--- config.mk ---
export PLATFORM = sky130hd
export DESIGN_NAME = hex_display_scanner
export DESIGN_NICKNAME = d
export VERILOG_FILES = /design/src/rtl/hex_display_scanner.sv
export SDC_FILE = /design/constraint.sdc
export NUM_CORES = 1
export LEC_CHECK = 0
export ABC_AREA = 1
export BUFFER_PORTS_ARGS = -buffer_cell sky130_fd_sc_hd__clkbuf_2
export CAP_MARGIN = 30
export CORE_MARGIN = 3
export CORE_UTILIZATION = 50
export CTS_CLUSTER_SIZE = 30
export DETAILED_ROUTE_END_ITERATION = 10
export HOLD_SLACK_MARGIN = 0.08
export PLACE_DENSITY = 0.7
export RECOVER_POWER = 100
export SYNTH_ARGS = -nofsm -noshare
export SYNTH_HDL_FRONTEND = slang
export SYNTH_SLANG_ARGS = --single-unit
--- constraint.sdc ---
create_clock -name clk -period 2.55 [get_ports clk]
set_input_delay 0.3825 -clock clk [delete_from_list [all_inputs] [get_ports clk]]
set_output_delay 0.3825 -clock clk [all_outputs]
set_load 0.02 [all_outputs]
--- src/rtl/hex_display_scanner.sv ---
// Time-multiplexed hex display driver: latches a multi-nibble value and scans it
// onto an active-low 7-segment bus with leading-zero blanking, blink and guard time.
module hex_display_scanner #(
  parameter int NUM_DIGITS   = 4,
  parameter int SCAN_DIV     = 50000,
  parameter int GUARD        = 2,
  parameter int BLINK_FRAMES = 64
) (
  input  logic                      clk,
  input  logic                      rst,
  input  logic [4*NUM_DIGITS-1:0]   value_in,
  input  logic                      load,
  input  logic                      blank_lz,
  input  logic                      blink_en,
  output logic [6:0]                seg_n,
  output logic [NUM_DIGITS-1:0]     dig_n,
  output logic                      frame_tick
);

  localparam int SW = $clog2(SCAN_DIV);
  localparam int DW = (NUM_DIGITS > 1) ? $clog2(NUM_DIGITS) : 1;
  localparam int FW = (BLINK_FRAMES > 1) ? $clog2(BLINK_FRAMES) : 1;

  logic [4*NUM_DIGITS-1:0] disp_reg;
  logic [SW-1:0]           scan_cnt;
  logic [DW-1:0]           dig_idx;
  logic [FW-1:0]           frame_cnt;
  logic                    blink_phase;

  logic                    scan_last;
  logic                    dig_last;
  logic                    frame_last;
  logic [3:0]              cur_nib;
  logic                    cur_lz;
  logic [NUM_DIGITS-1:0]   lz_zero;
  logic [NUM_DIGITS-1:0]   dig_sel;
  logic                    above;
  logic                    blank;
  logic [6:0]              glyph;

  assign scan_last  = (scan_cnt == SW'(SCAN_DIV - 1));
  assign dig_last   = (dig_idx == DW'(NUM_DIGITS - 1));
  assign frame_last = (frame_cnt == FW'(BLINK_FRAMES - 1));

  always_comb begin
    lz_zero = '0;
    dig_sel = '1;
    cur_nib = 4'h0;
    cur_lz  = 1'b0;
    above   = 1'b1;
    // lz_zero[i] is set when nibble i and every nibble above it are zero
    for (int unsigned j = 0; j < NUM_DIGITS; j++) begin
      above = above && (disp_reg[4*(NUM_DIGITS-1-j) +: 4] == 4'h0);
      lz_zero[NUM_DIGITS-1-j] = above;
    end
    for (int unsigned i = 0; i < NUM_DIGITS; i++) begin
      if (dig_idx == DW'(i)) begin
        cur_nib    = disp_reg[4*i +: 4];
        cur_lz     = (i != 0) && lz_zero[i];
        dig_sel[i] = 1'b0;
      end
    end
    blank = (int'(scan_cnt) < GUARD) || (blink_en && blink_phase) || (blank_lz && cur_lz);
  end

  always_comb begin
    glyph = 7'h7F;
    case (cur_nib)
      4'h0: glyph = 7'b1000000;
      4'h1: glyph = 7'b1111001;
      4'h2: glyph = 7'b0100100;
      4'h3: glyph = 7'b0110000;
      4'h4: glyph = 7'b0011001;
      4'h5: glyph = 7'b0010010;
      4'h6: glyph = 7'b0000010;
      4'h7: glyph = 7'b1111000;
      4'h8: glyph = 7'b0000000;
      4'h9: glyph = 7'b0010000;
      4'hA: glyph = 7'b0001000;
      4'hB: glyph = 7'b0000011;
      4'hC: glyph = 7'b1000110;
      4'hD: glyph = 7'b0100001;
      4'hE: glyph = 7'b0000110;
      4'hF: glyph = 7'b0001110;
    endcase
  end

  always_ff @(posedge clk) begin
    if (rst) begin
      disp_reg    <= '0;
      scan_cnt    <= '0;
      dig_idx     <= '0;
      frame_cnt   <= '0;
      blink_phase <= 1'b0;
      seg_n       <= 7'h7F;
      dig_n       <= '1;
      frame_tick  <= 1'b0;
    end else begin
      if (load) disp_reg <= value_in;
      scan_cnt <= scan_last ? '0 : scan_cnt + 1'b1;
      if (scan_last) begin
        dig_idx <= dig_last ? '0 : dig_idx + 1'b1;
        if (dig_last) begin
          frame_cnt <= frame_last ? '0 : frame_cnt + 1'b1;
          if (frame_last) blink_phase <= ~blink_phase;
        end
      end
      seg_n      <= blank ? 7'h7F : glyph;
      dig_n      <= blank ? '1 : dig_sel;
      frame_tick <= scan_last && dig_last;
    end
  end

endmodule

Word level (Yosys, flattened, before mapping):

Memories as Yosys holds them, arrays and structs flattened. A register that Yosys moved wholly into a read port is not among the register bits.
Index checks and enable logic that the tools add are counted.

* register bits after elaboration: 46
* memory bits (read-only): 112
* input bits: 21
* output and inout bits: 12
* logic and storage cells: 46
* memories kept: 1

* add/subtract/negate cells: 3
* order comparisons: 1
* equality and inequality tests: 5
* muxes and demuxes: 13
* bitwise gates (word level): 1
* reduce and logical (&&, ||, !) cells: 15

Memories
* (name not given): words 16, width 7, read ports 1, clocked after memory_dff 1, write ports 0, RTL line 68 `case (cur_nib)`

Operator list (count)
* $add A16 B1 Y16 const B: 1
* $eq A16 B16 Y1 const B: 1
* $lt A16 B2 Y1 const B: 1
* $mux W4: 4
* $logic_not A4 Y1: 3
* $mux W1: 7
* $add A6 B1 Y6 const B: 1
* $eq A6 B6 Y1 const B: 1
* $mux W6: 1
* $logic_and A1 B1 Y1: 5
* $eq A2 B2 Y1 const B: 2
* $reduce_or A2 Y1: 2
* $reduce_and A3 Y1: 1
* $add A2 B1 Y2 const B: 1
* $eq A2 B1 Y1 const B: 1
* $logic_not A2 Y1: 1
* $logic_or A1 B1 Y1: 2
* $mux W2: 1
* $reduce_and A2 Y1: 1
* $not A1 Y1: 1

Logic depth before layout (Yosys ltp):

Gate-level depths: netlist (run 1).

* depth after elaboration: 9
* mapped depth: 13
* depth with buffers taken out: 13

Worst setup path before layout (run 1):

No wires, ideal clock.

* path kind: reg-to-reg
* from: reg dig_idx[0]
* to: reg seg_n[3]
* setup time: 0.116 ns
* data arrival time: 1.625 ns
* required time: 2.434 ns
* path slack: 0.809 ns
* cell stages (with the launch flop): 12
* buffers on the path: 0
* clock period less this slack: 1.741 ns
* cells stage by stage: dfxtp_1 inv_1 ha_1 a21oi_1 nand2_1 nand2_1 inv_1 ha_1 nand3_1 nand3_1 nand2_1 nand2_1

* word-level cells in the longest chain between the ends: 7
* elaborated cells between the ends (all ways): 14
* classes of those cells: 3 x eq/ne; 7 x mux; 4 x reduce/logical

Ends and longest elaborated chain
* start: declaration: RTL line 26 `logic [DW-1:0] dig_idx;`
* start signal: assignment: RTL line 102 `dig_idx <= dig_last ? '0 : dig_idx + 1'b1;`
* $eq A2 B1 Y1: RTL line 57 `if (dig_idx == DW'(i)) begin`
* $mux W1 (3 in a row): RTL line 57
* $logic_and A1 B1 Y1: RTL line 63 `blank = (int'(scan_cnt) < GUARD) || (blink_en && blink_phase) || (blank_lz && cur_lz);`
* $logic_or A1 B1 Y1: RTL line 63
* $reduce_or A2 Y1 (no line)
* end: declaration: RTL line 15 `output logic [6:0] seg_n,`

Parallel ways exist; a longest one is shown, timed or not.
A chain may end at the register's enable or synchronous reset.

Worst setup path in the final report (run 1):

* from: reg dig_idx[1]
* to: reg seg_n[3]

Same word-level chain as after synthesis.

==> flow_metrics.py, run 1 <==
metrics = {
    "outcome": {
        "status": "finished, final reports clean",
    },
    "worst_setup_path": {
        "critPathMaxFanout": 6,
        "r2r-end": "seg_n[3]",
        "rr_startpoint": "dig_idx[1]",
        "crit_type": "reg2reg",
        "end_kind": "register",
        "r2r_slack_ns": 0.48,
        "r2r_cells": 13,
        "cp_data_arrival_time_ns": 2.26,
        "cp_data_required_time_ns": 2.74,
        "start_kind": "register",
    },
    "detailed_routing": {
        "via_per_inst": 5.07,
        "num_vias": 2484,
        "drtIter0Drc": 72,
        "routed_wl_um": 5600,
        "drt-pass1-iter-count": 4,
        "ant_nets": 0,
        "drc_errors": 0,
        "wire_per_inst_um": 11.4,
    },
    "clocking": {
        "insertion_delay_ns": 0.30,
        "post_cts_buffers": 0,
        "clk_pin_slew_worst_paths_ns": 0.09,
        "cts.sinks": 53,
        "cts_tree": "yes",
        "cts_resized": 0,
        "clockBufferDepth": 2,
        "cts-buffers-inserted": 5,
        "clk_root_buffer_cell": "clkbuf_8",
        "hold_buffers": 0,
        "h-tree-depth": 2,
    },
    "pwr": {
        "clkPwrFrac": 0.350,
        "p_total_uw": 1590,
        "switchingPower_uw": 389,
        "irDropWorstVdd_mv": 0.297,
        "p_comb_frac": 0.098,
        "p_leak_uw": 0.00128,
        "cellPowerDensity_nw_per_um2": 528,
        "p_sw_frac": 0.245,
        "p_int_uw": 1200,
        "seq_power_share": 0.551,
    },
    "layout": {
        "nNetsFinal": 453,
        "multi_input_area_um2": 1460,
        "num-fill-cells": 584,
        "seq_area_um2": 1060,
        "drive_above_1_share": 0.112,
        "antenna_cells": 0,
        "area_growth_pct": 9.02,
    },
    "yosys": {
        "synth_nets": 421,
        "yosysWarnings": 0,
        "synth.avg_cell_area_um2": 7.11,
        "synthesis.area_um2": 2760,
        "synth_seq_cells": 53,
        "synth_cells": 388,
        "ys_types": 31,
        "synth.yosys.seq_area_share": 0.385,
    },
    "floorplan": {
        "core-area_um2": 5240,
        "die_h_um": 80.3,
        "rows": 26,
        "ios": 33,
        "die_area_um2": 6440,
        "fp.dieW_um": 80.3,
        "initial_utilization": 0.527,
    },
    "grt": {
        "grt_pass1_wl_um": 9690,
        "grt_pass1_vias": 2195,
        "track_usage": 0.187,
        "antenna_found_initial": 0,
        "grt_overflow": 0,
        "grt_max_degree": 24,
    },
    "sta": {
        "fin_worst_skew_ns": 0.00927,
        "slew_viol_final": 0,
        "hold_violations": 0,
        "whs_ns": 0.296,
        "period_minus_slack_ns": 2.07,
        "setup_viol": 0,
        "fmaxAchievable_mhz": 483,
        "rsz0062_at_grt": "no",
        "setup_tns_ns": 0,
        "final.period_utilization": 0.811,
        "max-slew-margin-rel": 0.585,
        "tightest_slew_ns": 0.622,
    },
    "place": {
        "io_buffers": 32,
        "gp_congestion": 0.887,
        "dpl.hpwl_um": 4180,
    },
    "hold_path": {
        "hold_path.class": "in2reg",
        "worstHoldPathCells": 3,
        "hold-path-endpoint": "disp_reg[15]",
        "hold_start": "value_in[15]",
    },
    "job": {
        "drv_cap": 0,
    },
}
## routing by layer
layer	global-route usage	part of all wire	vias to the layer above
met2	0.314	0.47	42
met3	0.0370	0.038	4
met5	0	0	-
li1	-	-	1303
met4	0.0473	0.0079	0
met1	0.246	0.48	1135
## synthesized netlist by cell type
| master | count | share of area |
|---|---|---|
| nand2_1 | 94 | 0.13 |
| dfxtp_1 | 53 | 0.38 |
| nor2_1 | 53 | 0.072 |
| inv_1 | 34 | 0.046 |
| nand3_1 | 32 | 0.058 |
| a21oi_1 | 26 | 0.047 |
| o21ai_0 | 19 | 0.034 |
| ha_1 | 12 | 0.054 |
| nand4_1 | 7 | 0.016 |
| xor2_1 | 6 | 0.019 |
| a21oi_2 | 5 | 0.016 |
| inv_2 | 5 | 0.0068 |
| nor3_1 | 5 | 0.0091 |
| clkbuf_1 | 4 | 0.0054 |
| nand2_2 | 4 | 0.0091 |
| buf_2 | 3 | 0.0054 |
| nand3_2 | 3 | 0.011 |
| nand3b_1 | 3 | 0.0082 |
| nor2_4 | 3 | 0.012 |
| nor2_2 | 2 | 0.0045 |
| nor3_2 | 2 | 0.0073 |
| nor3b_2 | 2 | 0.0091 |
| or2_0 | 2 | 0.0045 |
| xnor2_1 | 2 | 0.0064 |
| buf_6 | 1 | 0.0041 |
| clkinv_4 | 1 | 0.0032 |
| nand2_4 | 1 | 0.0041 |
| nand3_4 | 1 | 0.0064 |
| nor4_1 | 1 | 0.0023 |
| o21ai_2 | 1 | 0.0032 |
| or2_2 | 1 | 0.0023 |
## worst max-delay path by stage
| stage | from | endpoint |
|---|---|---|
| CTS | dig_idx[0] | seg_n[3] |
| global placement | dig_idx[0] | seg_n[3] |
| floorplan | dig_idx[0] | seg_n[3] |
| detailed placement | dig_idx[0] | seg_n[3] |
| finish | dig_idx[1] | seg_n[3] |
| global route | dig_idx[1] | seg_n[3] |
## cell type report
cell class,count,area share
Sequential cell,53,0.353
Multi-Input combinational cell,287,0.484
Tap cell,70,0.0291
Clock buffer,5,0.0229
Timing Repair Buffer,33,0.0491
Inverter,40,0.0503
Clock inverter,2,0.0116
## layout by cell type (no fill, tap or decap), types with 5 or more instances in the layout
master    instances
o21ai_0          19
inv_1            36
a21oi_1          28
nor2_1           54
clkbuf_1         14
clkbuf_8          5
clkbuf_2         19
nand2_1          95
nand3_1          34
nor3_1            5
nand4_1           7
xor2_1            6
dfxtp_1          53
ha_1             12
## power groups by stage
stage	combinational, uW	clock, uW	sequential [uW]
2_1_floorplan	103	0	905
3_3_place_gp	160	0	895
3_5_place_dp	162	0	895
4_1_cts	163	573	876
5_1_grt	182	604	880
6_report	156	556	875
## critical path: stages, from the launching register on
cell and delay [ns]:
dfxtp_1 0.36, inv_1 0.09, ha_1 0.26, inv_1 0.15
nand2_1 0.08, nand3_1 0.08, nand2_1 0.06, nand2_1 0.19
inv_1 0.13, ha_1 0.23, nand3_1 0.13, nand3_1 0.09
nand2_1 0.08, nand2_1 0.04
## cells by family (layout without fill, tap and decap cells)
logic type | after synthesis | count (layout) | synth area share
AO/OA/AOI/OAI | 51 | 51 | 0.101
XOR/XNOR | 8 | 8 | 0.0254
adder cells (fa/ha/maj) | 12 | 12 | 0.0544
buffers and inverters | 48 | 80 | 0.0712
flip-flops | 53 | 53 | 0.385
AND/OR/NAND/NOR | 216 | 216 | 0.364
## per-stage QoR
step                utilization  instance area (um2)  setup slack [ns]  cells
floorplan                     -                 2760             0.809    388
global placement          0.568                 2970             0.591    483
detailed placement        0.568                 2970             0.520    483
CTS                       0.587                 3080             0.482    490
global route              0.574                 3010             0.296    490
finish                    0.574                 3010             0.482    490
Power figures use the tool's default switching activity.
==> run 2, diff against run 1 <==
PLACE_DENSITY = 0.73   (was 0.7)
clock period = 1.7 ns   (was 2.55 ns; I/O delays follow)
==> flow_metrics.py, run 2 (synthesis results as in run 1) <==
metrics = {
    "sta": {
        "hold_violations": 0,
        "tightest_slew_ns": 0.566,
        "setup_viol": 0,
        "period_minus_slack_ns": 1.67,
        "whs_ns": 0.171,
        "final.period_utilization": 0.985,
        "fin_worst_skew_ns": 0.0151,
        "slew_viol_final": 0,
        "max-slew-margin-rel": 0.623,
        "rsz0062_at_grt": "yes",
        "fmaxAchievable_mhz": 597,
        "setup_tns_ns": 0,
    },
    "detailed_routing": {
        "ant_nets": 0,
        "drt-pass1-iter-count": 4,
        "drc_errors": 0,
        "via_per_inst": 5.06,
        "num_vias": 2573,
        "drtIter0Drc": 150,
        "routed_wl_um": 6050,
        "wire_per_inst_um": 11.9,
    },
    "hold_path": {
        "hold-path-endpoint": "disp_reg[12]",
        "hold_path.class": "in2reg",
        "hold_start": "value_in[12]",
        "worstHoldPathCells": 3,
    },
    "layout": {
        "layout_commonest_cell": "nand2_1",
        "fin_util": 0.639,
        "area_growth_pct": 21.4,
        "drive_above_1_share": 0.235,
        "layout.cells.non_filler": 508,
        "antenna_cells": 0,
        "final_cell_mix": "nand2_1 (85), nor2_1 (52), dfxtp_1 (51)",
        "nNetsFinal": 470,
    },
    "floorplan": {
        "die_h_um": 80.3,
        "initial_utilization": 0.527,
        "ios": 33,
        "die_area_um2": 6440,
        "core-area_um2": 5240,
        "rows": 26,
        "fp.dieW_um": 80.3,
    },
    "clocking": {
        "h-tree-depth": 2,
        "clk_root_buffer_cell": "clkbuf_8",
        "clk_pin_slew_worst_paths_ns": 0.09,
        "insertion_delay_ns": 0.31,
        "cts_tree": "yes",
        "clockBufferDepth": 2,
        "cts.sinks": 53,
        "cts-buffers-inserted": 5,
    },
    "place": {
        "gp_congestion": 0.869,
        "dpl.hpwl_um": 4410,
        "dpl.cell_count": 498,
        "io_buffers": 32,
    },
    "grt": {
        "grt_overflow": 0,
        "track_usage": 0.194,
        "grt_pass1_wl_um": 9960,
        "grt_pass1_vias": 2300,
        "antenna_found_initial": 0,
        "grt_max_degree": 24,
    },
    "worst_setup_path": {
        "r2r_slack_ns": 0.03,
        "r2r-end": "seg_n[2]",
        "cp_data_arrival_time_ns": 1.88,
        "start_kind": "register",
        "crit_type": "reg2reg",
        "cp_data_required_time_ns": 1.90,
        "rr_startpoint": "dig_idx[0]",
        "end_kind": "register",
        "r2r_cells": 10,
        "critPathMaxFanout": 6,
    },
    "pwr": {
        "irDropWorstVdd_mv": 0.536,
        "cellPowerDensity_nw_per_um2": 681,
        "p_leak_uw": 0.00138,
    },
    "job": {
        "drv_cap": 0,
    },
    "outcome": {
        "status": "finished, final reports clean",
    },
}
==> run 2: per-stage QoR <==
step	setup WS, ns	area, um2	total power [uW]
final	0.0257	3350	2280
after CTS	0.00768	3220	2270
after global placement	-0.0611	3090	1590
after global routing	-0.111	3350	2410
after detailed placement	-0.123	3090	1590
after floorplan	0.00524	2760	1510
==> run 2: final cells by class <==
class | instances | area [um2]
timing repair buffer | 50 | 279
clock buffer | 6 | 72.6
multi-input combinational | 287 | 1670
clock inverter | 2 | 10.0
tap | 70 | 87.6
sequential | 53 | 1070
inverter | 40 | 165
fill | 472 | 1890
==> run 2: metal layers <==
| metal | share of wire | vias to the layer above | track usage | wire (um) |
|---|---|---|---|---|
| met5 | 0 | - | 0 | 0 |
| met4 | 0.012 | 0 | 0.0574 | 75 |
| met3 | 0.036 | 8 | 0.0415 | 219 |
| met2 | 0.48 | 43 | 0.325 | 2920 |
| met1 | 0.47 | 1173 | 0.250 | 2840 |
| li1 | - | 1349 | - | - |
==> run 2: critical path, stage by stage, from the launching register on <==
cell      delay [ns]
dfxtp_4         0.42
inv_6           0.06
ha_4            0.19
buf_4           0.15
a21oi_1         0.16
nand2_2         0.16
buf_4           0.17
nand3b_1        0.09
nand2_1         0.06
nand2_1         0.06
nand2_1         0.04
==> run 2: worst max path at each step <==
stage / from / end / slack (ns) / cells past startpoint
final: dig_idx[0] / seg_n[2] / 0.03 / 10
after global routing: dig_idx[0] / seg_n[3] / -0.11 / 13
after CTS: dig_idx[0] / seg_n[3] / 0.008 / 13
after detailed placement: dig_idx[0] / seg_n[2] / -0.12 / 10
after global placement: dig_idx[0] / seg_n[2] / -0.06 / 10
after floorplan: dig_idx[0] / seg_n[3] / 0.005 / 11
==> run 2: what timing repair did <==
item	4_1_cts	5_1_grt
setup endpoints to repair	7	8
pin swaps	1	10
buffers inserted	0	2
hold buffers	0	0
gates resized for setup	15	34
==> run 2: power breakdown <==
group / leakage, uW / total (uW) / switching, uW / internal, uW
combinational: 0.000897 / 274 / 166 / 108
sequential: 0.000435 / 1310 / 29.6 / 1290
clock: 0.0000450 / 690 / 403 / 287
total: 0.00138 / 2280 / 599 / 1680
